[src/rtl/rf_writeback_queue.sv]
// Write-side front end for the 32x32 register file: buffers completed results in a
// small FIFO, drains one per cycle into the single write port, and bypasses queued data to decode.
module rf_writeback_queue #(
  parameter int DEPTH = 4,
  parameter int CW    = 3
) (
  input  logic          CLK,
  input  logic          RST,
  input  logic          In_Valid,
  output logic          In_Ready,
  input  logic [4:0]    In_Dest,
  input  logic [31:0]   In_Data,
  input  logic          Drain_En,
  output logic [4:0]    Add_Dest,
  output logic [31:0]   Write_Data,
  output logic          Write_En,
  input  logic [4:0]    Look_A,
  input  logic [4:0]    Look_B,
  output logic          Hit_A,
  output logic [31:0]   Data_A,
  output logic          Hit_B,
  output logic [31:0]   Data_B,
  output logic [CW-1:0] Count,
  output logic          Empty
);

  localparam int AW = $clog2(DEPTH);

  logic [4:0]    dest_mem [DEPTH];
  logic [31:0]   data_mem [DEPTH];
  logic [AW-1:0] wr_ptr;
  logic [AW-1:0] rd_ptr;
  logic [CW-1:0] count_q;
  logic          push;
  logic          pop;

  assign Count    = count_q;
  assign Empty    = (count_q == '0);
  assign In_Ready = (count_q != CW'(DEPTH));
  assign push     = In_Valid && In_Ready && (In_Dest != 5'd0) && !RST;

  // Reset discards the queue outright, so the head must not reach the register file that cycle either.
  assign Write_En   = Drain_En && !Empty && !RST;
  assign pop        = Write_En;
  assign Add_Dest   = Empty ? 5'd0  : dest_mem[rd_ptr];
  assign Write_Data = Empty ? 32'd0 : data_mem[rd_ptr];

  always_ff @(posedge CLK) begin
    if (push) begin
      dest_mem[wr_ptr] <= In_Dest;
      data_mem[wr_ptr] <= In_Data;
    end
  end

  always_ff @(posedge CLK) begin
    if (RST) begin
      wr_ptr  <= '0;
      rd_ptr  <= '0;
      count_q <= '0;
    end else begin
      if (push) wr_ptr <= wr_ptr + 1'b1;
      if (pop)  rd_ptr <= rd_ptr + 1'b1;
      case ({push, pop})
        2'b10:   count_q <= count_q + 1'b1;
        2'b01:   count_q <= count_q - 1'b1;
        default: count_q <= count_q;
      endcase
    end
  end

  // Scan oldest to youngest so the last match, the youngest, supplies the data.
  function automatic logic [32:0] lookup(input logic [4:0] addr);
    logic [32:0]   res;
    logic [AW-1:0] idx;
    res = '0;
    for (int i = 0; i < DEPTH; i++) begin
      idx = rd_ptr + AW'(i);
      if ((CW'(i) < count_q) && (addr != 5'd0) && (dest_mem[idx] == addr))
        res = {1'b1, data_mem[idx]};
    end
    return res;
  endfunction

  always_comb begin
    {Hit_A, Data_A} = lookup(Look_A);
    {Hit_B, Data_B} = lookup(Look_B);
  end

endmodule

[config.mk]
export PLATFORM = sky130hd
export DESIGN_NAME = rf_writeback_queue
export DESIGN_NICKNAME = d
export VERILOG_FILES = /design/src/rtl/rf_writeback_queue.sv
export SDC_FILE = /design/constraint.sdc
export NUM_CORES = 1
export LEC_CHECK = 0
export BUFFER_PORTS_ARGS = -buffer_cell sky130_fd_sc_hd__buf_2
export CAP_MARGIN = 20
export CORE_MARGIN = 2
export CORE_UTILIZATION = 35
export DETAILED_ROUTE_END_ITERATION = 10
export PLACE_DENSITY = 0.5
export SLEW_MARGIN = 20
export SYNTH_ARGS = -nofsm -noshare
export SYNTH_HDL_FRONTEND = slang
export SYNTH_SLANG_ARGS = --single-unit
[constraint.sdc]
create_clock -name CLK -period 4.7 [get_ports CLK]
set_clock_uncertainty 0.15 [all_clocks]
set_input_delay 0 -clock CLK [delete_from_list [all_inputs] [get_ports CLK]]
set_output_delay 0 -clock CLK [all_outputs]
set_load 0.1 [all_outputs]
* After elaboration in Yosys (flattened, before gate mapping) *
Memory sizes are Yosys's and may differ from the RTL's. A register that Yosys moved wholly into a read port is not among the register bits.
Cells that the tools add are included.

cells by class
  $add $sub $neg = 6
  reductions and logical operators = 28
  multiplexer cells = 17
  equal/unequal tests = 11
  magnitude comparators = 4

operator list
  kind                                                 count
  2-to-1 mux 33 bit                                    8
  equality test 5 bit                                  8
  2-to-1 mux 32 bit                                    1
  logical AND 1 bit                                    21
  nonzero test 5 bit                                   3
  2-to-1 mux 2 bit                                     4
  < comparator 1 x 3 -> 1 bit, first input constant    2
  < comparator 2 x 3 -> 1 bit, first input constant    2
  case mux 3 bit (2 select lines)                      1
  2-to-1 mux 5 bit                                     1
  adder 2 x 1 -> 2 bit, second input constant          2
  adder 2 bit, second input constant                   2
  adder 3 x 1 -> 3 bit, second input constant          1
  zero test 3 bit                                      1
  inequality test 3 bit, second input constant         1
  subtractor 3 x 1 -> 3 bit, second input constant     1
  equality test 2 x 1 -> 1 bit, second input constant  1
  equality test 2 bit, second input constant           1
  zero test 1 bit                                      2
  2-to-1 mux 1 bit                                     2
  nonzero test 2 bit                                   1

word-level totals
  output and inout bits = 109
  memories = 2
  register bits after elaboration = 7
  memory bits (writable) = 148

memories
  memory    depth  bits a word  read ports  clocked after Yosys merged registers in  write ports  RTL line  RTL
  data_mem  4      32           4           1                                        1            30        logic [31:0] data_mem [DEPTH];
  dest_mem  4      5            4           1                                        1            29        logic [4:0] dest_mem [DEPTH];

* Longest topological paths before layout *
  depth after elaboration = 7
  gate-level depth with buffers = 11

* Least setup slack after synthesis *
OpenSTA, ideal clock, no wires.

  path type = register -> output
  start = register count_q[2] (netlist: Count[2])
  end = output Data_B[10]
  path slack = 0.079 ns
  cell stages (with the launch flop) = 8
  arrival time = 4.471 ns
  cells stage by stage = dfxtp_1 -> clkbuf_1 -> a21oi_1 -> nand3b_1 -> nor2_1 -> clkbuf_1 -> nor2_1 -> a221oi_1

on the way
  word-level cells in the longest chain between the ends = 7
  elaborated cells on any way between the ends = 16

ends and longest elaborated chain
  what                            RTL line  RTL
  start: declaration              33        logic [CW-1:0] count_q;
  start signal: assignment        64        2'b10: count_q <= count_q + 1'b1;
  start signal: assignment        65        2'b01: count_q <= count_q - 1'b1;
  start signal: assignment        66        default: count_q <= count_q;
  < comparator 1 x 3 -> 1 bit     78        if ((CW'(i) < count_q) && (addr != 5'd0) && (dest_mem[idx] == addr))
  logical AND 1 bit (2 in a row)  78
  2-to-1 mux 33 bit (3 in a row)  78
  2-to-1 mux 33 bit *             78
  end: declaration                22        output logic [31:0] Data_B,

Every way passes the cells marked *; elsewhere a longest branch is shown, timed or not.

* Worst setup path after layout *
  start = register rd_ptr[0]
  end = output Data_B[11]

on the way
  word-level cells in the longest chain between the ends = 7
  elaborated cells on any way between the ends = 14

ends and longest elaborated chain
  what                            RTL line  RTL
  start: declaration              32        logic [AW-1:0] rd_ptr;
  start signal: assignment        62        if (pop) rd_ptr <= rd_ptr + 1'b1;
  adder 2 x 1 -> 2 bit            77        idx = rd_ptr + AW'(i);
  memory (4 x 5 bit)              -
  equality test 5 bit             78
  logical AND 1 bit               78
  2-to-1 mux 33 bit (2 in a row)  78
  2-to-1 mux 33 bit *             78

Marks and branches as above.

==> impl_metrics.prom <==
# TYPE chip_impl_metric gauge
chip_impl_metric{name="core",unit="mm2"} 0.03270
chip_impl_metric{name="place.gp.congestion",unit=""} 0.8159
chip_impl_metric{name="power.total",unit="mW"} 4.998
chip_impl_metric{name="share_of_layout_cells_above_drive_strength_1",unit="%"} 39.75
chip_impl_metric{name="proportion_of_synthesized_chip_area_in_sequential_cells",unit="%"} 39.54
chip_impl_metric{name="synthDistinctLibCells",unit=""} 51
chip_impl_metric{name="cts_max_path_buffers",unit=""} 2
chip_impl_info{name="timing.critical_path.slowest_stage_cell",value="sky130_fd_sc_hd__or2_2"} 1
chip_impl_metric{name="drt_drc_violations_left",unit=""} 0
chip_impl_metric{name="maxClockFrequency",unit="MHz"} 229.6
chip_impl_metric{name="final-max-slew-violation-count",unit=""} 0
chip_impl_metric{name="worst-slew-pin-transition",unit="ns"} 1.063
chip_impl_metric{name="placement.setup.worst_slack",unit="ns"} 0.8119
chip_impl_info{name="worstHoldStart",value="In_Data[26]"} 1
chip_impl_metric{name="grt_usage",unit="%"} 21.48
chip_impl_metric{name="tritoncts_buffer_count",unit=""} 17
chip_impl_metric{name="global_route.overflow_total",unit=""} 0
chip_impl_metric{name="synth.avg_cell_area",unit="um2"} 13.32
chip_impl_metric{name="netlist.area_leader.share",unit="%"} 38.00
chip_impl_metric{name="report.final.hold_viol_count",unit=""} 0
chip_impl_info{name="worstSetupEndpointType",value="output pin"} 1
chip_impl_metric{name="final_report_setup_violation_count",unit=""} 0
chip_impl_info{name="tritoncts",value="done"} 1
chip_impl_metric{name="detailedRoute.firstIterationViolations",unit=""} 823
chip_impl_info{name="yosys_most_used_dff",value="sky130_fd_sc_hd__edfxtp_1"} 1
chip_impl_metric{name="synth-edff-count",unit=""} 148
chip_impl_info{name="layout.cells.most_common",value="sky130_fd_sc_hd__buf_2"} 1
chip_impl_metric{name="final_min_period_over_clock_period",unit="%"} 92.66
chip_impl_metric{name="layout.core_utilization",unit="%"} 42.68
chip_impl_info{name="crit_path_frequent_cell",value="sky130_fd_sc_hd__buf_4"} 1
chip_impl_info{name="status",value="complete, no violations"} 1
chip_impl_metric{name="syn-num-nets",unit=""} 938
chip_impl_metric{name="via_per_inst",unit=""} 5.954
chip_impl_metric{name="design.final.nets",unit=""} 1096
chip_impl_metric{name="cts_max_level",unit=""} 4
chip_impl_info{name="hold_path.class",value="primary input to flop"} 1
chip_impl_metric{name="ys_seq_elements",unit=""} 157
chip_impl_metric{name="dpl-instance-area",unit="mm2"} 0.01294
chip_impl_metric{name="top_level_ports",unit=""} 160
chip_impl_metric{name="p_leak",unit="nW"} 4.879
chip_impl_info{name="synth.largest_area_cell",value="sky130_fd_sc_hd__edfxtp_1"} 1
chip_impl_metric{name="grt_start_max_net_pins",unit=""} 70
chip_impl_metric{name="post-route-worst-setup-slack",unit="ns"} 0.3450
chip_impl_metric{name="clk_transition_reported_paths",unit="ns"} 0.07
chip_impl_metric{name="worst_ir_drop_on_vdd",unit="V"} 0.0002291
chip_impl_metric{name="vertical_die_dimension",unit="um"} 186.8
chip_impl_metric{name="port_buffers",unit=""} 159
chip_impl_metric{name="grt_pass1_vias",unit=""} 8878
chip_impl_metric{name="detailed_place_hpwl",unit="mm"} 25.30
chip_impl_metric{name="worstPathArrival",unit="ns"} 4.20
chip_impl_metric{name="ys_warn_count",unit=""} 0
chip_impl_metric{name="final_area",unit="mm2"} 0.01396
chip_impl_metric{name="grt_first_pass_wirelength",unit="mm"} 56.66
chip_impl_metric{name="critPathRequiredTime",unit="ns"} 4.55
chip_impl_metric{name="whs_path_depth",unit=""} 2
chip_impl_metric{name="wl",unit="mm"} 37.24
chip_impl_metric{name="synth-async-reset-ratio",unit="%"} 0
chip_impl_metric{name="postRouteAntennaNets",unit=""} 0
chip_impl_info{name="reg2reg_from",value="Count[0]"} 1
chip_impl_metric{name="post_drt_wl_per_cell",unit="um"} 24.91
chip_impl_metric{name="worst_r2r_path_depth",unit=""} 7
chip_impl_info{name="cts.root.buffer_cell",value="sky130_fd_sc_hd__clkbuf_16"} 1
chip_impl_info{name="timing.setup.critical_path_class",value="flop to output pin"} 1
chip_impl_metric{name="grt_antenna_before_repair",unit=""} 2
chip_impl_info{name="rr_endpoint",value="data_mem[2][17]"} 1
chip_impl_metric{name="initial_core_util",unit="%"} 35.76
chip_impl_metric{name="critical-path-max-stage-delay",unit="ns"} 0.75
chip_impl_metric{name="min_period",unit="ns"} 4.355
chip_impl_metric{name="clk_latency",unit="ns"} 0.42
chip_impl_metric{name="placement_rows",unit=""} 66
chip_impl_metric{name="ff2ff_setup_slack",unit="ns"} 1.61
chip_impl_info{name="critical_path.startpoint_type",value="flop"} 1
chip_impl_metric{name="setup-tns-final",unit="ns"} 0
chip_impl_info{name="grt_setup_unrepaired",value="false"} 1
chip_impl_info{name="holdPathEnd",value="data_mem[2][26]"} 1
chip_impl_metric{name="cp_max_fo",unit=""} 24
chip_impl_info{name="mostFrequentLayoutCells",value="sky130_fd_sc_hd__buf_2, sky130_fd_sc_hd__edfxtp_1, sky130_fd_sc_hd__mux4_2"} 1
chip_impl_metric{name="relSlewSlack",unit="%"} 28.91
chip_impl_metric{name="netlist_area_before_placement",unit="mm2"} 0.01169
chip_impl_metric{name="area_growth_synth_to_finish",unit="%"} 19.33
chip_impl_info{name="crit_path_cell_trace",value="buf_4 -> mux4_2 -> xnor2_1 -> nand3_1 -> or2_2 -> buf_4 -> mux2i_1 -> o221ai_1 -> buf_2"} 1
chip_impl_metric{name="numClockSinks",unit=""} 157
chip_impl_metric{name="initial_drt_pass_iterations",unit=""} 7
chip_impl_metric{name="post_cts.repair.setup_buffers",unit=""} 0
chip_impl_metric{name="die_footprint",unit="mm2"} 0.03489
chip_impl_metric{name="die_w",unit="um"} 186.8
chip_impl_metric{name="via_count",unit=""} 8901
chip_impl_info{name="top_area_cells_in_the_synthesized_netlist",value="sky130_fd_sc_hd__edfxtp_1, sky130_fd_sc_hd__mux4_2, sky130_fd_sc_hd__mux2i_1"} 1
chip_impl_metric{name="max_cap_violations",unit=""} 0
chip_impl_metric{name="syn-instance-count",unit=""} 878
chip_impl_metric{name="power.density_cell_area",unit="mW/mm2"} 358.2
## synth_stat cells, types with 5 or more instances
| master | n |
|---|---|
| sky130_fd_sc_hd__edfxtp_1 | 148 |
| sky130_fd_sc_hd__mux4_2 | 136 |
| sky130_fd_sc_hd__nand2_1 | 81 |
| sky130_fd_sc_hd__mux2i_1 | 67 |
| sky130_fd_sc_hd__clkbuf_1 | 53 |
| sky130_fd_sc_hd__and2_1 | 44 |
| sky130_fd_sc_hd__xnor2_1 | 32 |
| sky130_fd_sc_hd__nor3b_1 | 31 |
| sky130_fd_sc_hd__o211ai_2 | 27 |
| sky130_fd_sc_hd__nor2_1 | 25 |
| sky130_fd_sc_hd__nand4_1 | 24 |
| sky130_fd_sc_hd__o221ai_1 | 24 |
| sky130_fd_sc_hd__nand3_1 | 22 |
| sky130_fd_sc_hd__buf_2 | 19 |
| sky130_fd_sc_hd__xor2_1 | 12 |
| sky130_fd_sc_hd__nor3_1 | 11 |
| sky130_fd_sc_hd__buf_1 | 10 |
| sky130_fd_sc_hd__a21oi_1 | 9 |
| sky130_fd_sc_hd__dfxtp_1 | 9 |
| sky130_fd_sc_hd__ha_1 | 9 |
| sky130_fd_sc_hd__buf_6 | 7 |
| sky130_fd_sc_hd__inv_1 | 7 |
| sky130_fd_sc_hd__o21ai_0 | 7 |
| sky130_fd_sc_hd__mux2_2 | 6 |
| sky130_fd_sc_hd__or3_1 | 5 |
## kinds of logic after synthesis
| family | after synthesis | synth area share [%] |
|---|---|---|
| AO/OA/AOI/OAI | 95 | 7.446 |
| adder cells (fa/ha/maj) | 9 | 0.9629 |
| flip-flops | 157 | 39.54 |
| multiplexers | 209 | 32.50 |
| AND/OR/NAND/NOR | 263 | 11.96 |
| XOR/XNOR | 44 | 3.295 |
| buffers and inverters | 101 | 4.290 |
## critical path: cells and delay by family (launching register included)
kind / cells / cell delay, ns
AOI/OAI and AO/OA: 1 / 0.27
muxes: 2 / 0.68
buffers and inverters: 3 / 1.18
and+or+nand+nor: 2 / 0.99
xor gates and xnor gates: 1 / 0.14
DFF: 1 / 0.48
## flip-flops by register name, summed over array words and instances, names as in the netlist, named ones only
signal / flops
Count: 3
data_mem: 128
dest_mem: 20
rd_ptr: 2
wr_ptr: 2
## final cells by class
type                       count  area [um2]
inverter                       7       26.28
timing repair buffer         233        1491
clock buffer                  18       429.2
tap                          442       553.0
sequential                   157        4634
clock inverter                14       180.2
antenna                        4       10.01
fill                        3095       18750
multi-input combinational    620        6631
## what timing repair did
action                                  4_1_cts  5_1_grt
endpoints found under the setup margin        0        0
hold buffers                                 40        0
gates resized for setup                       0        0
endpoints found under the hold margin       157        0
## metrics by stage
step / hold WS (ns) / instances
floorplan: -0.05113 / 878
global placement: 0.06817 / 1419
detailed placement: 0.06391 / 1419
CTS: 0.1565 / 1491
global route: 0.1765 / 1492
finish: 0.1748 / 1495
## report_power, final
part	internal, mW	switching [mW]
Clock	0.848	0.599
Combinational	0.591	1.33
Sequential	1.57	0.0589
Total	3.01	1.99
## how the worst max path moves through the flow
stage,from,endpoint,slack [ns]
after detailed placement,rd_ptr[0],Data_B[3],0.81
after CTS,rd_ptr[0],Data_B[3],0.34
after global placement,rd_ptr[0],Data_B[3],0.82
after global routing,rd_ptr[1],Data_B[13],0.12
final,rd_ptr[0],Data_B[11],0.35
after floorplan,Count[2],Data_B[10],0.08
## metal layers
layer,global-route usage [%],up-vias,part of all wire (%)
li1,-,3871,-
met1,28.36,4627,41
met2,37.60,365,51
met3,2.708,38,6.2
met4,5.128,0,1.6
met5,0,-,0
Note: power is estimated with default switching activity, not from simulation.
